**config.mk**
```make
export PLATFORM = sky130hd
export DESIGN_NAME = wb_regfile
export DESIGN_NICKNAME = d
export VERILOG_FILES = /design/src/rtl/wb_regfile_pkg.sv /design/src/rtl/wb_regfile_mux.sv /design/src/rtl/wb_regfile.sv
export SDC_FILE = /design/constraint.sdc
export NUM_CORES = 2
export LEC_CHECK = 0
export CAP_MARGIN = 20
export CORE_ASPECT_RATIO = 0.6
export CORE_MARGIN = 2
export CORE_UTILIZATION = 46
export DETAILED_ROUTE_END_ITERATION = 10
export PLACE_DENSITY = 0.63
export SLEW_MARGIN = 20
export SYNTH_ARGS = -nofsm -noshare
export SYNTH_HDL_FRONTEND = slang
export SYNTH_SLANG_ARGS = --single-unit
export TNS_END_PERCENT = 100
```
**constraint.sdc**
```tcl
create_clock -name clk -period 40.7 [get_ports clk]
set_input_delay 12.21 -clock clk [delete_from_list [all_inputs] [get_ports clk]]
set_output_delay 12.21 -clock clk [all_outputs]
set_load 0.1 [all_outputs]
```
**src/rtl/wb_regfile_pkg.sv**
```systemverilog
// Shared sizing defaults and the jal link register index for the writeback stage.
package wb_regfile_pkg;

  localparam int unsigned DefDsize = 32;
  localparam int unsigned DefAsize = 5;
  localparam int unsigned DefIsize = 32;

  // Architectural return-address register written by jal.
  localparam int unsigned JalReg = 31;

endpackage

```
**src/rtl/wb_regfile_mux.sv**
```systemverilog
// Writeback value select: jal return address, load data or ALU result.
module wb_mux
  import wb_regfile_pkg::*;
#(
  parameter int unsigned DSIZE = DefDsize,
  parameter int unsigned ISIZE = DefIsize
) (
  input  logic [DSIZE-1:0] data_out,
  input  logic [DSIZE-1:0] aluout,
  input  logic [ISIZE-1:0] pcout,
  input  logic             memtoreg,
  input  logic             jal,
  output logic [DSIZE-1:0] wb_data
);

  always_comb begin
    wb_data = aluout;
    if (jal) begin
      // Return address is already final; only width-adjust it.
      wb_data = DSIZE'(pcout);
    end else if (memtoreg) begin
      wb_data = data_out;
    end
  end

endmodule

```
**src/rtl/wb_regfile.sv**
```systemverilog
// Writeback stage and register file with same-cycle write-to-read bypass.
module wb_regfile
  import wb_regfile_pkg::*;
#(
  parameter int unsigned DSIZE = DefDsize,
  parameter int unsigned ASIZE = DefAsize,
  parameter int unsigned ISIZE = DefIsize
) (
  input  logic             clk,
  input  logic             rst,
  input  logic [DSIZE-1:0] data_out_in,
  input  logic [DSIZE-1:0] aluout_in,
  input  logic [ASIZE-1:0] waddr_in,
  input  logic             wen_in,
  input  logic             memtoreg_in,
  input  logic             jal_in,
  input  logic [ISIZE-1:0] PCOUT_in,
  input  logic [ASIZE-1:0] raddr1,
  input  logic [ASIZE-1:0] raddr2,
  output logic [DSIZE-1:0] rdata1,
  output logic [DSIZE-1:0] rdata2,
  output logic [DSIZE-1:0] wb_data,
  output logic [ASIZE-1:0] wb_waddr,
  output logic             wb_valid
);

  localparam int unsigned Depth = 2 ** ASIZE;

  logic [DSIZE-1:0] regs_q [Depth];

  wb_mux #(
    .DSIZE (DSIZE),
    .ISIZE (ISIZE)
  ) u_wb_mux (
    .data_out (data_out_in),
    .aluout   (aluout_in),
    .pcout    (PCOUT_in),
    .memtoreg (memtoreg_in),
    .jal      (jal_in),
    .wb_data  (wb_data)
  );

  assign wb_waddr = jal_in ? ASIZE'(JalReg) : waddr_in;
  assign wb_valid = (wen_in | jal_in) & (wb_waddr != '0);

  // Register 0 is never written because wb_valid excludes it.
  always_ff @(posedge clk or posedge rst) begin
    if (rst) begin
      for (int unsigned i = 0; i < Depth; i++) begin
        regs_q[i] <= '0;
      end
    end else if (wb_valid) begin
      regs_q[wb_waddr] <= wb_data;
    end
  end

  always_comb begin
    rdata1 = regs_q[raddr1];
    if (raddr1 == '0) begin
      rdata1 = '0;
    end else if (wb_valid && (raddr1 == wb_waddr)) begin
      rdata1 = wb_data;
    end
  end

  always_comb begin
    rdata2 = regs_q[raddr2];
    if (raddr2 == '0) begin
      rdata2 = '0;
    end else if (wb_valid && (raddr2 == wb_waddr)) begin
      rdata2 = wb_data;
    end
  end

endmodule

```
# Yosys cells after proc, flatten, opt, wreduce, memory -nomap -nowiden
# Cells that the tools add are included.
# W data, S select, Z words.
[word_totals]
inputBits = 116
output_inout_bits = 102
wordCells = 65
reg_bits = 1024
[op_classes]
order_cmp = 4
mux = 16
eq_ne = 2
n_reduce_logical = 6
bitwise_logic = 5
[ops]
columns = ["op", "count"]
rows = [
  ["$bwmux W1024", 1],
  ["$mux W32", 11],
  ["$bmux W32 S5", 2],
  ["$demux W32 S5", 1],
  ["$ge A6 B6 Y1 const B", 3],
  ["$not A5 Y6", 3],
  ["$eq A5 B5 Y1", 2],
  ["$logic_not A5 Y1", 2],
  ["$lt A6 B1 Y1 const B", 1],
  ["$mux W5", 1],
  ["$reduce_bool A5 Y1", 1],
  ["$logic_and A1 B1 Y1", 3],
  ["$and A1 B1 Y1", 1],
  ["$or A1 B1 Y1", 1],
]

# Logic depth before layout (Yosys ltp)
[logic_depth]
ltp_word = 7
depth_mapped = 11
ltp_nobuf = 7

# Cells and area by module
# Synthesis repeated with hierarchy kept, for this count alone.
[unflattened]
hier_cells = 3822
area_unflattened_um2 = 55869.8
[modules_own_cells]
columns = ["module", "area_each_um2", "cells_each", "seq_area_each_um2", "instances"]
rows = [
  ["wb_regfile", 55155.4, 3715, 25624.6, 1],
  ["wb_mux", 714.4, 107, 0.0, 1],
]

# Worst setup path after synthesis
# OpenSTA, ideal clock, no wires.
[synth_path]
path_type = "input to output"
startpoint = "input port jal_in"
endpoint = "output port rdata1[30]"
n_path_buf = 3
path_slack_ns = 11.767
arrival_time_ns = 16.723
stages = 8
required_time_ns = 28.490
cell_sequence = "buf_2 or2_0 o21ai_0 a32o_1 and3_1 buf_2 buf_2 a211oi_1"
[synth_between]
elab_chain_len = 6
word_cells_on_any_way = 9
classes_between = "eq/ne: 1; mux: 4; bitwise: 2; reduce/logical: 2"
[synth_rtl]
columns = ["item", "line_no", "text"]
rows = [
  ["start, declared", "wb_regfile.sv:16", "input logic jal_in,"],
  ["$mux W5 *", "wb_regfile.sv:43", "assign wb_waddr = jal_in ? ASIZE'(JalReg) : waddr_in;"],
  ["named net wb_waddr[2]", "wb_regfile.sv:23", "output logic [ASIZE-1:0] wb_waddr,"],
  ["$reduce_bool A5 Y1", "wb_regfile.sv:44", "assign wb_valid = (wen_in | jal_in) & (wb_waddr != '0);"],
  ["$and A1 B1 Y1", "wb_regfile.sv:44", ""],
  ["$logic_and A1 B1 Y1 *", "wb_regfile.sv:61", "end else if (wb_valid && (raddr1 == wb_waddr)) begin"],
  ["$mux W32 *", "wb_regfile.sv:61", ""],
  ["$mux W32 *", "wb_regfile.sv:59", "if (raddr1 == '0) begin"],
  ["end, declared", "wb_regfile.sv:20", "output logic [DSIZE-1:0] rdata1,"],
]
# The timed path passes the listed nets; every way through them passes the cells marked *.

# Worst setup path in the final report
[layout_path]
startpoint = "input port raddr1[0]"
endpoint = "output port rdata1[29]"
[layout_between]
elab_chain_len = 6
word_cells_on_any_way = 9
classes_between = "eq/ne: 1; mux: 5; bitwise: 1; reduce/logical: 2"
[layout_rtl]
columns = ["item", "line_no", "text"]
rows = [
  ["start, declared", "wb_regfile.sv:18", "input logic [ASIZE-1:0] raddr1,"],
  ["$not A5 Y6 (not written as such)", "wb_regfile.sv:58", "rdata1 = regs_q[raddr1];"],
  ["$bmux W32 S5", "wb_regfile.sv:58", ""],
  ["$mux W32 (not written as such) (2 in a row)", "wb_regfile.sv:58", ""],
  ["$mux W32", "wb_regfile.sv:61", ""],
  ["$mux W32 *", "wb_regfile.sv:59", ""],
]
# Every way passes the cells marked *; elsewhere a longest branch is shown, timed or not. The select of a mux whose other input is x is not followed.

==> results.cfg <==
[run_status]
outcome = finished, final reports clean

[timing]
rsz0062_at_grt = false
finalCritPeriodShare = 0.734
fin_setup_tns_ns = 0
setup_viol = 0
fmaxAchievable_ghz = 0.0335
period_needed_ns = 29.86
maxSlewHeadroom = 0.197
timing.final.hold_violations = 0
fin_clk_skew_ns = 0
finalMaxSlewViolations = 0
worstMarginPinSlew_ns = 1.20

[floorplanning]
core_footprint_um2 = 117000
die_width_um = 447
die_outline_area_um2 = 120000
ios = 218
chipHeight_um = 270
initial_utilization = 0.464
rows = 97

[setup_path]
end_kind = output pin
cp.arrival_ns = 17.65
timing.rr.end = regs_q[648]
setup.reg_to_reg.worst_slack_ns = 39.92
rr_startpoint = regs_q[648]
required_ns = 28.49
worstSetupPathType = input port to output pin
timing.reg2reg.worst_path_depth = 2
cp_max_fo = 70
worstSetupStartpointType = input port

[cells_and_area]
top_regs = regs_q x1024
area_growth_pct = 11.0
layout.filler_cells = 10300
layout_cells_sized_above_1 = 0.178
largest_register_ff_count = 1024
leading_cell_type_in_the_layout_fill_and_taps_excluded = nand2_1
design.final.nets = 4909
layout.cells.most_common_list = nand2_1, dfrtp_1, o21ai_0
largest_register = regs_q

[clock_network]
cts.sink_count = 1024
cts.path.max_buffers = 3
tritoncts.num_buffers = 93
cts_tree = built
ctsResizeCount = 0
path_clk_slew_ns = 0.07
htreeDepth = 3
hold_buffers = 0
clockRootBuffer = clkbuf_16
cts_setup_buffers = 0
worstSkewPairLatency_ns = 0.71

[yosys]
synth_nets = 5031
syn_inst = 4915
synth-seq-cells = 1024
netlist_cell_types = 60
synthesis.area_um2 = 54100
synth_enable_flop_cells = 0
ys_async_sr_fraction = 1.00
syn_avg_cell_area_um2 = 11.0
synthFlopType = dfrtp_1
yosysWarnings = 0
synth.yosys.seq_area_share = 0.474

[drt]
drc = 0
post_detailed_routing_wire_length_um = 190000
firstDrtPassIters = 6
route.antenna.remaining_nets = 0
via_count = 41400
detailedRoute.firstIterationViolations = 5376
via_density_per_instance = 6.43
avgRoutedWirePerCell_um = 29.4

[min_path]
min-delay-start = regs_q[1004]
hold_path_depth = 0
hp-class = flop to flop
min_to = regs_q[1004]

[placed_design]
routabilityCongestion = 0.839
hpwlAfterDp_um = 106000
io_buffers = 217

[power]
vdd_ir_drop_max_uv = 35.8
power.static_leakage_uw = 0.0258
design_power_total_uw = 2750
power_per_cell_area_nw_per_um2 = 45.7

[job]
max_cap_viol_count = 0

[global_route]
grt_first_pass_wirelength_um = 280000
globalRouteTotalUtil = 0.317
grt_overflow_total = 0
grt_pass1_vias = 39800
grt_max_degree = 181
antenna_found_initial = 7
## layer usage
| layer | track usage | up-vias | wire, um |
|---|---|---|---|
| met5 | 0.00476 | - | 91 |
| met1 | 0.462 | 21000 | 78600 |
| met2 | 0.444 | 2503 | 80100 |
| met4 | 0.109 | 4 | 7020 |
| li1 | - | 17500 | - |
| met3 | 0.104 | 388 | 24000 |
## Yosys cell counts, types with 5 or more instances
library cell	number	area share
a211oi_1	39	0.0054
a21o_1	9	0.0012
a21oi_1	92	0.0085
a221o_1	9	0.0017
a22o_1	13	0.0021
a22oi_1	22	0.0031
a32o_1	12	0.0022
and2_1	6	0.00069
and3_1	5	0.00058
buf_1	24	0.0017
buf_2	81	0.0075
buf_4	48	0.0067
buf_6	21	0.0044
clkbuf_1	363	0.025
dfrtp_1	1024	0.47
inv_1	39	0.0027
mux2_2	24	0.0050
mux2i_1	220	0.041
mux4_2	496	0.21
nand2_1	1054	0.073
nand2b_1	15	0.0017
nand3_1	51	0.0047
nor2_1	49	0.0034
nor2b_1	8	0.00093
nor3_1	32	0.0030
o211ai_1	14	0.0019
o21ai_0	1017	0.094
o221ai_1	12	0.0019
o22ai_1	56	0.0065
o32ai_1	6	0.00097
or3_1	5	0.00058
## layout make-up
class / instances / area, um2 / share of cell area
clock buffers: 139 / 2790 / 0.0465
multi-input cells: 3313 / 26200 / 0.437
flip-flops and latches: 1024 / 25600 / 0.427
diodes: 3 / 7.51 / 0.000125
clock inverters: 23 / 228 / 0.00379
inverters: 40 / 156 / 0.00261
well taps: 1584 / 1980 / 0.0330
repair buffers: 321 / 3020 / 0.0503
## through the flow
step	worst slack [ns]	cell area (um2)	hold slack (ns)	utilization	std cells
floorplan	11.77	54100	0.441	-	4915
CTS	11.04	60000	0.398	0.515	6444
detailed placement	11.02	57000	0.383	0.489	6282
finish	10.84	60000	0.396	0.515	6447
global route	10.75	60000	0.408	0.515	6445
global placement	11.00	57000	0.377	0.489	6282
## cell families (layout without fill, tap and decap cells)
group / after synthesis / in the layout / synth area share
mux: 740 / 740 / 0.252
buf+inv: 578 / 523 / 0.0485
compound gates: 1323 / 1323 / 0.133
simple gates: 1246 / 1246 / 0.0915
xor+xnor: 4 / 4 / 0.000648
other cells: 0 / 3 / 0
flops: 1024 / 1024 / 0.474
## critical path, cell delays in order
cell             delay [ns]
buf_8                  0.60
buf_4                  0.81
o31ai_1                0.19
a31o_2                 0.26
and3_2                 0.20
buf_4                  0.38
or2_1                  0.77
o22ai_1                0.76
clkdlybuf4s50_1        1.27
## worst max-delay path by stage
stage               startpoint          to  slack [ns]
finish               raddr1[0]  rdata1[29]       10.84
global route         raddr1[0]  rdata1[29]       10.75
CTS                  raddr1[0]  rdata1[29]       11.04
detailed placement   raddr1[0]  rdata1[29]       11.02
global placement     raddr1[0]  rdata1[29]       11.00
floorplan               jal_in  rdata1[30]       11.77
## where the power goes
group | leakage, uW | switching, uW | total (uW) | internal, uW
clock | 0.00150 | 411 | 903 | 493
sequential | 0.0137 | 105 | 1260 | 1150
combinational | 0.0107 | 352 | 586 | 234
total | 0.0258 | 868 | 2750 | 1880
Power figures use the tool's default switching activity.
